File: src/rtl/div_sequencer.sv
// Iterative radix-2 restoring divider for RV32M DIV/DIVU/REM/REMU.
// Define DIV_SPECIAL_BYPASS_EN to skip CALC for divide-by-zero and signed overflow.
module div_sequencer #(
  parameter int WIDTH = 32,
  parameter int CNT_W = $clog2(WIDTH) + 1
) (
  input  logic             clk_i,
  input  logic             reset_n_i,
  input  logic             start_i,
  input  logic [1:0]       op_i,
  input  logic [WIDTH-1:0] dividend_i,
  input  logic [WIDTH-1:0] divisor_i,
  input  logic             flush_i,
  output logic             busy_o,
  output logic             done_o,
  output logic [WIDTH-1:0] result_o
);

  typedef enum logic [2:0] {
    IDLE, PREP, CALC, FIN, DONE
  } state_t;

  localparam logic [WIDTH-1:0] MIN_NEG = {1'b1, {(WIDTH-1){1'b0}}};

  state_t           state, next;
  logic [CNT_W-1:0] cnt;
  logic [WIDTH-1:0] quo, rem, dvs, a_raw;
  logic [1:0]       op_q;
  logic             q_neg, r_neg, dz, ovf;

  logic             sgn, a_neg, b_neg, dz_c, ovf_c;
  logic [WIDTH:0]   rem_ext, diff;
  logic             ge;
  logic [WIDTH-1:0] q_fix, r_fix, fin_val;

  // In PREP, quo/dvs still hold the raw operands.
  assign sgn   = ~op_q[0];
  assign a_neg = sgn & quo[WIDTH-1];
  assign b_neg = sgn & dvs[WIDTH-1];
  assign dz_c  = (dvs == '0);
  assign ovf_c = sgn & (quo == MIN_NEG) & (dvs == '1);

  // One extra bit keeps the trial compare exact for divisors >= 2^(WIDTH-1).
  assign rem_ext = {rem, quo[WIDTH-1]};
  assign diff    = rem_ext - {1'b0, dvs};
  assign ge      = (rem_ext >= {1'b0, dvs});

  assign q_fix = q_neg ? (~quo + 1'b1) : quo;
  assign r_fix = r_neg ? (~rem + 1'b1) : rem;

  always_comb begin
    fin_val = op_q[1] ? r_fix : q_fix;
    if (dz) begin
      fin_val = op_q[1] ? a_raw : '1;
    end else if (ovf) begin
      fin_val = op_q[1] ? '0 : MIN_NEG;
    end
  end

  always_ff @(posedge clk_i or negedge reset_n_i) begin
    if (!reset_n_i) begin
      state <= IDLE;
    end else begin
      state <= next;
    end
  end

  always_comb begin
    next = state;
    unique case (state)
      IDLE: if (start_i) next = PREP;
`ifdef DIV_SPECIAL_BYPASS_EN
      PREP: next = (dz_c | ovf_c) ? FIN : CALC;
`else
      PREP: next = CALC;
`endif
      CALC: if (cnt == CNT_W'(1)) next = FIN;
      FIN:  next = DONE;
      DONE: next = IDLE;
      default: next = IDLE;
    endcase
    if (flush_i) next = IDLE;
  end

  assign busy_o = ((state == IDLE) & start_i & ~flush_i)
                | (state == PREP)
                | (state == CALC)
                | (state == FIN);
  assign done_o = (state == DONE) & ~flush_i;

  always_ff @(posedge clk_i or negedge reset_n_i) begin
    if (!reset_n_i) begin
      cnt      <= '0;
      quo      <= '0;
      rem      <= '0;
      dvs      <= '0;
      a_raw    <= '0;
      op_q     <= '0;
      q_neg    <= 1'b0;
      r_neg    <= 1'b0;
      dz       <= 1'b0;
      ovf      <= 1'b0;
      result_o <= '0;
    end else begin
      unique case (state)
        IDLE: begin
          if (start_i && !flush_i) begin
            quo   <= dividend_i;
            a_raw <= dividend_i;
            dvs   <= divisor_i;
            op_q  <= op_i;
          end
        end
        PREP: begin
          quo   <= a_neg ? (~quo + 1'b1) : quo;
          dvs   <= b_neg ? (~dvs + 1'b1) : dvs;
          rem   <= '0;
          q_neg <= a_neg ^ b_neg;
          r_neg <= a_neg;
          dz    <= dz_c;
          ovf   <= ovf_c;
          cnt   <= CNT_W'(WIDTH);
        end
        CALC: begin
          quo <= {quo[WIDTH-2:0], ge};
          rem <= ge ? diff[WIDTH-1:0] : rem_ext[WIDTH-1:0];
          cnt <= cnt - 1'b1;
        end
        FIN: begin
          if (!flush_i) result_o <= fin_val;
        end
        default: ;
      endcase
    end
  end

endmodule

File: config.mk
export PLATFORM = sky130hd
export DESIGN_NAME = div_sequencer
export DESIGN_NICKNAME = d
export VERILOG_FILES = /design/src/rtl/div_sequencer.sv
export SDC_FILE = /design/constraint.sdc
export NUM_CORES = 1
export LEC_CHECK = 0
export BUFFER_PORTS_ARGS = -buffer_cell sky130_fd_sc_hd__buf_4
export CORE_MARGIN = 3
export CORE_UTILIZATION = 55
export CTS_CLUSTER_DIAMETER = 100
export DETAILED_ROUTE_END_ITERATION = 10
export PLACE_DENSITY = 0.74
export REMOVE_ABC_BUFFERS = 1
export SLEW_MARGIN = 20
export SYNTH_ARGS = -nofsm -noshare
export SYNTH_HDL_FRONTEND = slang
export SYNTH_SLANG_ARGS = --single-unit
File: constraint.sdc
create_clock -name clk_i -period 7.5 [get_ports clk_i]
set_input_delay 0.75 -clock clk_i [delete_from_list [all_inputs] [get_ports clk_i]]
set_output_delay 0.75 -clock clk_i [all_outputs]
set_load 0.02 [all_outputs]
==> results.txt, run 1 <==
- Clock sink count: 175
- Number of pins exceeding their max-slew limit in the final report: 0
- In this design, the largest share of critical-path delay is due to simple AND/OR/NAND/NOR gates.
* Area of the die: 0.0237 sq mm
- TritonCTS clock tree: built
- Horizontal die dimension: 154 um
- Final net count: 1651
* Worst Clk Skew: 16.1 ps
- Critical Path Source Type: flip-flop
- The first routing iteration left 1104 violations.
* Antenna violations before repair: 0
- Final hold analysis gives a worst-case slack of 272 ps.
* Post-cts hold buffer count: 0
- In this run, synthesis inferred 0 flip-flops with an integrated enable.
* CTS resizes: 0
- Setup repair after global routing left no endpoint under its margin.
- Largest area contributor in the netlist: sky130_fd_sc_hd__dfrtp_1
- Dividing the detail-routed via count by the number of cells gives 6.36.
- Netlist Area Pre-Place: between 0.01 and 0.015 sq mm
- On the worst path, the slowest cell contributes a delay of ~850 ps.
- Ant diodes: 0
- Entering global routing, the biggest net connects between 70 and 80 pins.
- Post-route setup TNS: 0 ps
- Ordered list of cells on the worst path: or4_1, nor4_1, nand2_1, or4b_2, nand2_1, xor2_1, o31ai_1, a31oi_1, o21ai_0
- Cell at the root of the clock tree: sky130_fd_sc_hd__clkbuf_16
* Final Hold Viols: 0
- Fin crit share: 0.490
- Fraction of final layout cells sized beyond drive strength 1: 0.114
- The first TritonRoute pass finished after 8 iterations.
* Highest clock rate: 272 MHz
* Measured slew at the worst slew-check pin: 971 ps
- Yosys Warn Count: 0
- Logic depth of the worst register-to-register path: 9
- Clock latency at the later pin of the worst-skew pair: between 400 and 500 ps
- The tool flagged a number of max-cap violations equal to 0.
- Portion of synthesized cell area occupied by the leading cell type: 0.364
- Minimum clock period: 3670 ps
- Post-CTS timing repair inserted 0 buffers for setup.
- Layout Area Growth over Synthesis: 12.3%
- Final cell count without fillers: 1829
- Critical Path Sink Type: flip-flop
- Share of flip-flops with an asynchronous set or reset after synthesis: 1.00
- In this run the critical register-to-register path is launched from quo[9].
- The detail route stage leaves a number of antenna-violating nets equal to 0.
* Power density of the placed cells: 309 mW/mm^2
* Cell area after layout: 0.0135 sq mm
- After synthesis, the netlist uses 63 different library cells.
* Most used flip-flop cell after synthesis: sky130_fd_sc_hd__dfrtp_1
- I/O Buffers: 103
* Routed len/inst: 19.3 um
- Average size of a mapped cell: 7.98 sq um
* Instance area after placement: 0.0129 sq mm
- Row generation in the floorplan step produced between 50 and 60 rows.
- Peak fanout along the critical path: 7
* Timing startpoint of the critical path: quo[9]
* Routed wire length: 35400 um
- The analysis attributes to cell leakage a power of ~0.0060 uW.
* Leading cell types by count after synthesis: sky130_fd_sc_hd__nand2_1 (270), sky130_fd_sc_hd__o21ai_0 (189), sky130_fd_sc_hd__dfrtp_1 (175), sky130_fd_sc_hd__clkbuf_1 (101), sky130_fd_sc_hd__nor2_1 (93)
* Arrival @ worst endpoint: ~4000 ps
- Relative slew margins: 0.346
- The cell that appears most often on the critical path is sky130_fd_sc_hd__nand2_1.
* Remaining Overflow, GRT: 0
* Minimum setup slack among reg-to-reg paths: 3830 ps
* Max VDD drop: approximately 0.16 mV
* Cells after Synth: 1506
* Share of the yosys chip area belonging to registers: 0.364
* Placed Cells incl. Taps: 1798
* Capture point of the worst reg-to-reg path: result_o[30]
* CP bufs+invs: 0
- Synthesis inferred 175 register bits.
* Level count of the clock H-tree: 4
- After clock tree synthesis, the clock-pin slew on the worst setup and hold paths is 70 ps.
- Vias in the first global route: approximately 11000
- Standard cell core area: 0.0212 sq mm
* Wire length of the first global-routing pass: 56800 um
* Required time worst endpoint: 7800 ps
- Filler Cell Count: 1859
- Worst setup path end: result_o[30]
- The setup path with the least slack is of type reg2reg.
* Share of the core filled with cells: 0.636
- Yosys attributes the largest share of cell area to sky130_fd_sc_hd__dfrtp_1 (36%), sky130_fd_sc_hd__nand2_1 (8.4%), sky130_fd_sc_hd__o21ai_0 (7.9%).
* DPL Wire Length: 24700 um
* Height of the die: 154 um
* Most frequent cell after synthesis: sky130_fd_sc_hd__nand2_1
- about 100 I/O pins were placed.
- Effective utilization at floorplan: 0.567
- Total global-route track usage: 0.294
- Global placement routability congestion: 0.886
- Total via count in the routed design: 11600
- Count of unresolved DRC violations after routing: 0
* CTS Buffer Depth: 2
* Inserted Clock Buffers: 17
* Slowest cell on the critical path: sky130_fd_sc_hd__nor4_1
- In this run the worst hold path is classified as in2async.
* Outcome: finished clean
* Final setup violation count: 0
- Critical path depth in cells: 9
[report_power, final]
| group | internal, uW | switching [uW] |
|---|---|---|
| clock network | 499 | 396 |
| logic | 703 | 1000 |
| registers | 1220 | 357 |
| total | 2420 | 1760 |
[kinds of logic (layout without fill, tap and decap cells)]
| group | Yosys count | after routing | share of synthesized area |
|---|---|---|---|
| mux | 27 | 27 | 0.0226 |
| compound gates | 443 | 443 | 0.234 |
| simple gates | 571 | 571 | 0.221 |
| xor+xnor | 93 | 93 | 0.0678 |
| flops | 175 | 175 | 0.364 |
| buf+inv | 158 | 206 | 0.0494 |
| fa+ha+maj | 39 | 39 | 0.0412 |
[worst register-to-register path, cell delays in order (launching register included)]
cell,delay (ps)
sky130_fd_sc_hd__dfrtp_1,450
sky130_fd_sc_hd__or4_1,620
sky130_fd_sc_hd__nor4_1,850
sky130_fd_sc_hd__nand2_1,240
sky130_fd_sc_hd__or4b_2,730
sky130_fd_sc_hd__nand2_1,110
sky130_fd_sc_hd__xor2_1,180
sky130_fd_sc_hd__o31ai_1,100
sky130_fd_sc_hd__a31oi_1,180
sky130_fd_sc_hd__o21ai_0,90
[metrics by stage]
step | setup slack, ps | total power [uW]
final | 3830 | 4170
after global routing | 3590 | 4450
after floorplan | 4060 | 2660
after CTS | 3810 | 4160
after detailed placement | 3830 | 3260
after global placement | 3890 | 3220
[flip-flops by register name, indices dropped and copies added, names as in the netlist]
| signal | cells |
|---|---|
| ovf | 1 |
| dvs | 32 |
| rem | 32 |
| cnt | 6 |
| q_neg | 1 |
| quo | 32 |
| state | 3 |
| dz | 1 |
| op_q | 2 |
| a_raw | 32 |
| r_neg | 1 |
| result_o | 32 |
[area by class of cell]
class | count | area, sq um | area share
Sequential cell | 175 | 4380 | 0.324
Timing Repair Buffer | 124 | 935 | 0.0693
Multi-Input combinational cell | 1173 | 7070 | 0.524
Inverter | 51 | 191 | 0.0142
Clock buffer | 18 | 439 | 0.0325
Tap cell | 275 | 344 | 0.0255
Clock inverter | 13 | 138 | 0.0102
[cell usage in the layout (no fill, tap or decap), types with 17 or more instances in the layout]
cell type / synthesis / routed
sky130_fd_sc_hd__buf_4: 0 / 123
sky130_fd_sc_hd__a21oi_1: 55 / 55
sky130_fd_sc_hd__a221o_1: 20 / 20
sky130_fd_sc_hd__mux2i_1: 26 / 26
sky130_fd_sc_hd__a221oi_1: 27 / 27
sky130_fd_sc_hd__xnor2_1: 37 / 37
sky130_fd_sc_hd__nor4_1: 18 / 18
sky130_fd_sc_hd__dfrtp_1: 175 / 175
sky130_fd_sc_hd__or3_1: 22 / 22
sky130_fd_sc_hd__xor2_1: 56 / 56
sky130_fd_sc_hd__inv_1: 51 / 51
sky130_fd_sc_hd__nor3_1: 40 / 40
sky130_fd_sc_hd__nand2_1: 270 / 269
sky130_fd_sc_hd__ha_1: 38 / 38
sky130_fd_sc_hd__o21ai_0: 189 / 189
sky130_fd_sc_hd__nand4_1: 21 / 21
sky130_fd_sc_hd__nand3_1: 27 / 26
sky130_fd_sc_hd__clkbuf_16: 0 / 17
sky130_fd_sc_hd__a31oi_1: 24 / 24
sky130_fd_sc_hd__nor2_1: 93 / 92
[layer usage]
layer | wire length (um) | global-route usage | vias to the layer above | part of all wire
li1 | - | - | 5507 | -
met1 | 15500 | 0.428 | 5513 | 0.44
met2 | 16000 | 0.456 | 546 | 0.45
met3 | 2840 | 0.0431 | 70 | 0.080
met4 | 956 | 0.0896 | 0 | 0.027
met5 | 0 | 0 | - | 0
[how the worst min path moves through the flow]
stage	to	slack, ps
after detailed placement	a_raw[1]	460
after floorplan	a_raw[10]	440
final	quo[5]	270
after global routing	result_o[7]	310
after CTS	quo[5]	300
after global placement	a_raw[10]	450
(Power assumes the default switching activity.)
==> run 2, diff against run 1 <==
ABC_AREA = 1   (was unset)
clock period = 3.7 ns   (was 7.5 ns; I/O delays follow)
==> run 2 against run 1 <==
Against the previous run:
- register-to-register slack got worse by 3500 ps
- global-route usage is 7.1 points higher
- count of clock-buffer cells in the layout fell by 1
- synthesized cell count increased by 47%
- sequential share of layout area is 4.5 points lower
- maximum frequency up 8.6%
- critical path depth rose by 3
- critical path type unchanged
==> results.txt, run 2 <==
- Outcome: finished clean
- The global routing met3 resource utilization was 0.0743 (+0.0312).
- The cell area after synthesis is 0.0141 sq mm (+17%).
- The number of warnings printed during yosys synthesis came to 0 (unchanged).
* Routed wire length: 51400 um (+45%)
* TritonCTS clock tree: built
- Static power due to leakage: 0.00814 uW (+36%)
* CTS Buffer Depth: 2 (unchanged)
- Area of the die: 0.0276 sq mm (+16%)
- The part of the power in registers was 0.291 (-0.086).
- The tightest min-delay check is of the in2reg type.
* Final setup violation count: 0 (unchanged)
- Cell-internal power: 5510 uW (+130%)
- The number of synthesized register bits came to 175 (unchanged).
- The sequential share of the synthesized area came to 0.311 (-0.0533).
* Remaining Overflow, GRT: 0 (unchanged)
- The fraction of power spent switching nets is 0.525 (+0.104).
- The maximum number of pins on one net before global-route repair was 80 (+11%).
- Antenna violations before repair: 0 (unchanged)
- The ratio of final minimum period to clock period was 0.914 (+0.424).
- The worst-case setup slack after placement is 574 ps (-3260 ps).
- The met2 track demand over resource was 0.540 (+0.0839).
- Routed len/inst: 19.6 um (+1.6%)
* Wire length of the first global-routing pass: 81200 um (+43%)
* Clock-pin transition on the worst setup and hold timing paths: 90 ps (+20 ps)
- The total power draw came to 11600 uW (+180%).
- The standard-cell row count is 57 (+7.5%).
* Gate power share: 0.539 (+0.130)
* Final Hold Viols: 0 (unchanged)
- CTS resizes: 0 (unchanged)
- Capture point of the worst reg-to-reg path: rem[4]
- Number of pins exceeding their max-slew limit in the final report: 0 (unchanged)
- The biggest fanout along the worst timing path came to 33 (+26).
- Final Worst Setup Slack: 319 ps (-3510 ps)
- Cells after Synth: 2221 (+47%)
* Number of buffers inserted by post-CTS setup repair: 0 (unchanged)
- The portion of synthesized cell area occupied by the leading cell type is 0.311 (-0.0533).
* Height of the die: 166 um (+7.9%)
* Horizontal die dimension: 166 um (+7.9%)
- In the layout the commonest cells are sky130_fd_sc_hd__nand2_1 (654), sky130_fd_sc_hd__inv_1 (274), sky130_fd_sc_hd__nand3_1 (260).
* Critical Path Sink Type: flip-flop
- The worst hold path passes through 2 cells.
- Clock network power share: 0.169 (-0.046)
* Number of unique standard cell types used by synthesis: 53 (-16%)
- EDFF count, synth: 0 (unchanged)
- Count of unresolved DRC violations after routing: 0 (unchanged)
- Highest clock rate: 296 MHz (+8.6%)
- The register-to-register path setup slack came to 320 ps (-3510 ps).
- The clock sink count is 175 (unchanged).
* Ant diodes: 0 (unchanged)
- The data required time at the worst endpoint was 4030 ps (-3770 ps).
- RSZ-0062 raised after global routing: false
* Level count of the clock H-tree: 4 (unchanged)
- The final core utilization is 0.633 (-0.00333).
- The highest ir drop seen on vdd came to 0.490 mV (+210%).
- Leading cell types by count after synthesis: sky130_fd_sc_hd__nand2_1 (654), sky130_fd_sc_hd__inv_1 (275), sky130_fd_sc_hd__nand3_1 (260), sky130_fd_sc_hd__nor2_1 (254), sky130_fd_sc_hd__dfrtp_1 (175)
- The biggest area contributor in the post-synthesis netlist is sky130_fd_sc_hd__dfrtp_1.
- Cell at the root of the clock tree: sky130_fd_sc_hd__clkbuf_16
- The layer flagged by global routing as most heavily used is met1.
- Worst Clk Skew: 26.4 ps (+10.3 ps)
- For this run, the leading register cell type out of synthesis is sky130_fd_sc_hd__dfrtp_1.
- Total global-route track usage: 0.365 (+0.0714)
- The arrival time at the worst endpoint came to 3710 ps (-270 ps).
- Count of max-cap constraint violations: 0 (unchanged)
- The effective utilization at floorplan came to 0.569 (+0.00248).
* Logic depth of the worst register-to-register path: 12 (+3)
* Critical Path Source Type: flip-flop
- The first-pass detailed-route iteration total is 7 (-1).
* Global placement routability congestion: 1.03 (+16%)
- Final net count: 2388 (+45%)
* Layout Area Growth over Synthesis: 11.2%
- The fraction of final layout cells sized beyond drive strength 1 is 0.0908 (-0.0231).
- The met1 capacity usage during global routing was 0.550 (+0.122).
- The worst-margin pin slew was 967 ps (-3.91 ps).
* I/O Buffers: 103 (unchanged)
- Most frequent cell after synthesis: sky130_fd_sc_hd__nand2_1
- DPL Wire Length: 38700 um (+56%)
* Average size of a mapped cell: 6.34 sq um (-21%)
* Worst-case hold path end point: state[1]
- Hold_ws: 111 ps (-162 ps)
- Critical path class: reg2reg
* Start of the worst register-to-register path: dvs[31]
- Share of flip-flops with an asynchronous set or reset after synthesis: 1.00 (unchanged)
* Worst min-delay path startpoint: flush_i
* Remaining number of nets flagged by the antenna check after routing: 0 (unchanged)
* Largest cells by area after synthesis: sky130_fd_sc_hd__dfrtp_1 (31%), sky130_fd_sc_hd__nand2_1 (17%), sky130_fd_sc_hd__nand3_1 (9.2%)
- The violation count after the first detailed-routing iteration was 2192 (+99%).
- Total via count in the routed design: 15900 (+37%)
- The number of buffers added by the clock tree synthesis step was 17 (unchanged).
- Minimum clock period: 3380 ps (-292 ps)
- The ratio of total power to cell area was 741 mW/mm^2 (+140%).
* Most common cell after layout, fill and taps aside: sky130_fd_sc_hd__nand2_1
- Net switching power of the design: 6090 uW (+250%)
- The I/O pin count is 104 (unchanged).
- The number of global-route vias before repair came to 14500 (+36%).
- Clock latency at the later pin of the worst-skew pair: 460 ps (+20 ps)
- The accumulated negative setup slack came to 0 ps (unchanged).
* Relative slew margins: 0.354 (+0.00787)
- The core outline area came to 0.0247 sq mm (+17%).
- Detail-routed via count per cell: 6.09 (-4.3%)
run 2: changes by cell type in the layout (fill, tap and decap cells not counted), sizes merged, moves of 20 or more:
cell	change
or3	-22
xnor2	-21
nand2	+389
nand3	+236
a221o	-20
inv	+240
o21ai	-72
a21oi	+61
xor2	-42
mux2i	-26
nor2	+171
run 2: per-stage QoR:
stage / std cells / cell area [sq um]
2_1_floorplan: 2141 / 13700
3_3_place_gp: 2583 / 15000
3_5_place_dp: 2583 / 15000
4_1_cts: 2616 / 15700
5_1_grt: 2616 / 15700
6_report: 2616 / 15700
run 2: repair_timing:
item	in CTS	in global routing
endpoints found under the hold margin	58	0
hold buffers	1	0
setup endpoints to repair	0	0
run 2: cells by family (layout without fill, tap and decap cells):
kind of cell,count (synthesis),in the layout,share of synthesized area
adder cells (fa/ha/maj),39,39,0.0352
buffers and inverters,371,442,0.104
flip-flops,175,175,0.311
XOR/XNOR,30,30,0.0187
AND/OR/NAND/NOR,1269,1269,0.384
AO/OA/AOI/OAI,337,337,0.146
run 2: layout make-up:
cell class,instances,area (sq um)
Multi-Input combinational cell,1675,8230
Tap cell,324,405
Inverter,291,1090
Timing Repair Buffer,119,912
Clock inverter,15,208
Fill cell,2378,9090
Sequential cell,175,4380
Clock buffer,17,425
run 2: power by group through the flow:
stage	combinational [uW]	clock, uW	sequential (uW)
floorplan	3780	0	3450
global placement	5950	0	3330
detailed placement	6040	0	3370
CTS	6090	1960	3330
global route	6850	2050	3450
finish	6260	1960	3380
run 2: critical path: stages, from the launching register on:
cell                      delay [ps]
sky130_fd_sc_hd__dfrtp_1         390
sky130_fd_sc_hd__inv_1           410
sky130_fd_sc_hd__ha_1            240
sky130_fd_sc_hd__inv_1            70
sky130_fd_sc_hd__nor3_1          430
sky130_fd_sc_hd__nand2_1         160
sky130_fd_sc_hd__o21ai_0         530
sky130_fd_sc_hd__a21oi_2          40
sky130_fd_sc_hd__buf_4           280
sky130_fd_sc_hd__nand2_4         380
sky130_fd_sc_hd__nand2_1         100
sky130_fd_sc_hd__nand3_1         110
sky130_fd_sc_hd__nand2_1          80
run 2: worst max path at each step:
stage / slack [ps] / depth (start not counted) / start / to
after floorplan: 590 / 6 / state[0] / quo[8]
after CTS: 520 / 12 / dvs[31] / rem[4]
after detailed placement: 570 / 12 / dvs[31] / rem[4]
after global placement: 540 / 12 / dvs[31] / rem[2]
after global routing: 280 / 12 / dvs[30] / rem[20]
final: 320 / 12 / dvs[31] / rem[4]
run 2: layer usage:
| layer | up-vias | part of all wire |
|---|---|---|
| met5 | - | 0 |
| met3 | 107 | 0.11 |
| met4 | 0 | 0.025 |
| li1 | 7383 | - |
| met2 | 1005 | 0.43 |
| met1 | 7426 | 0.43 |
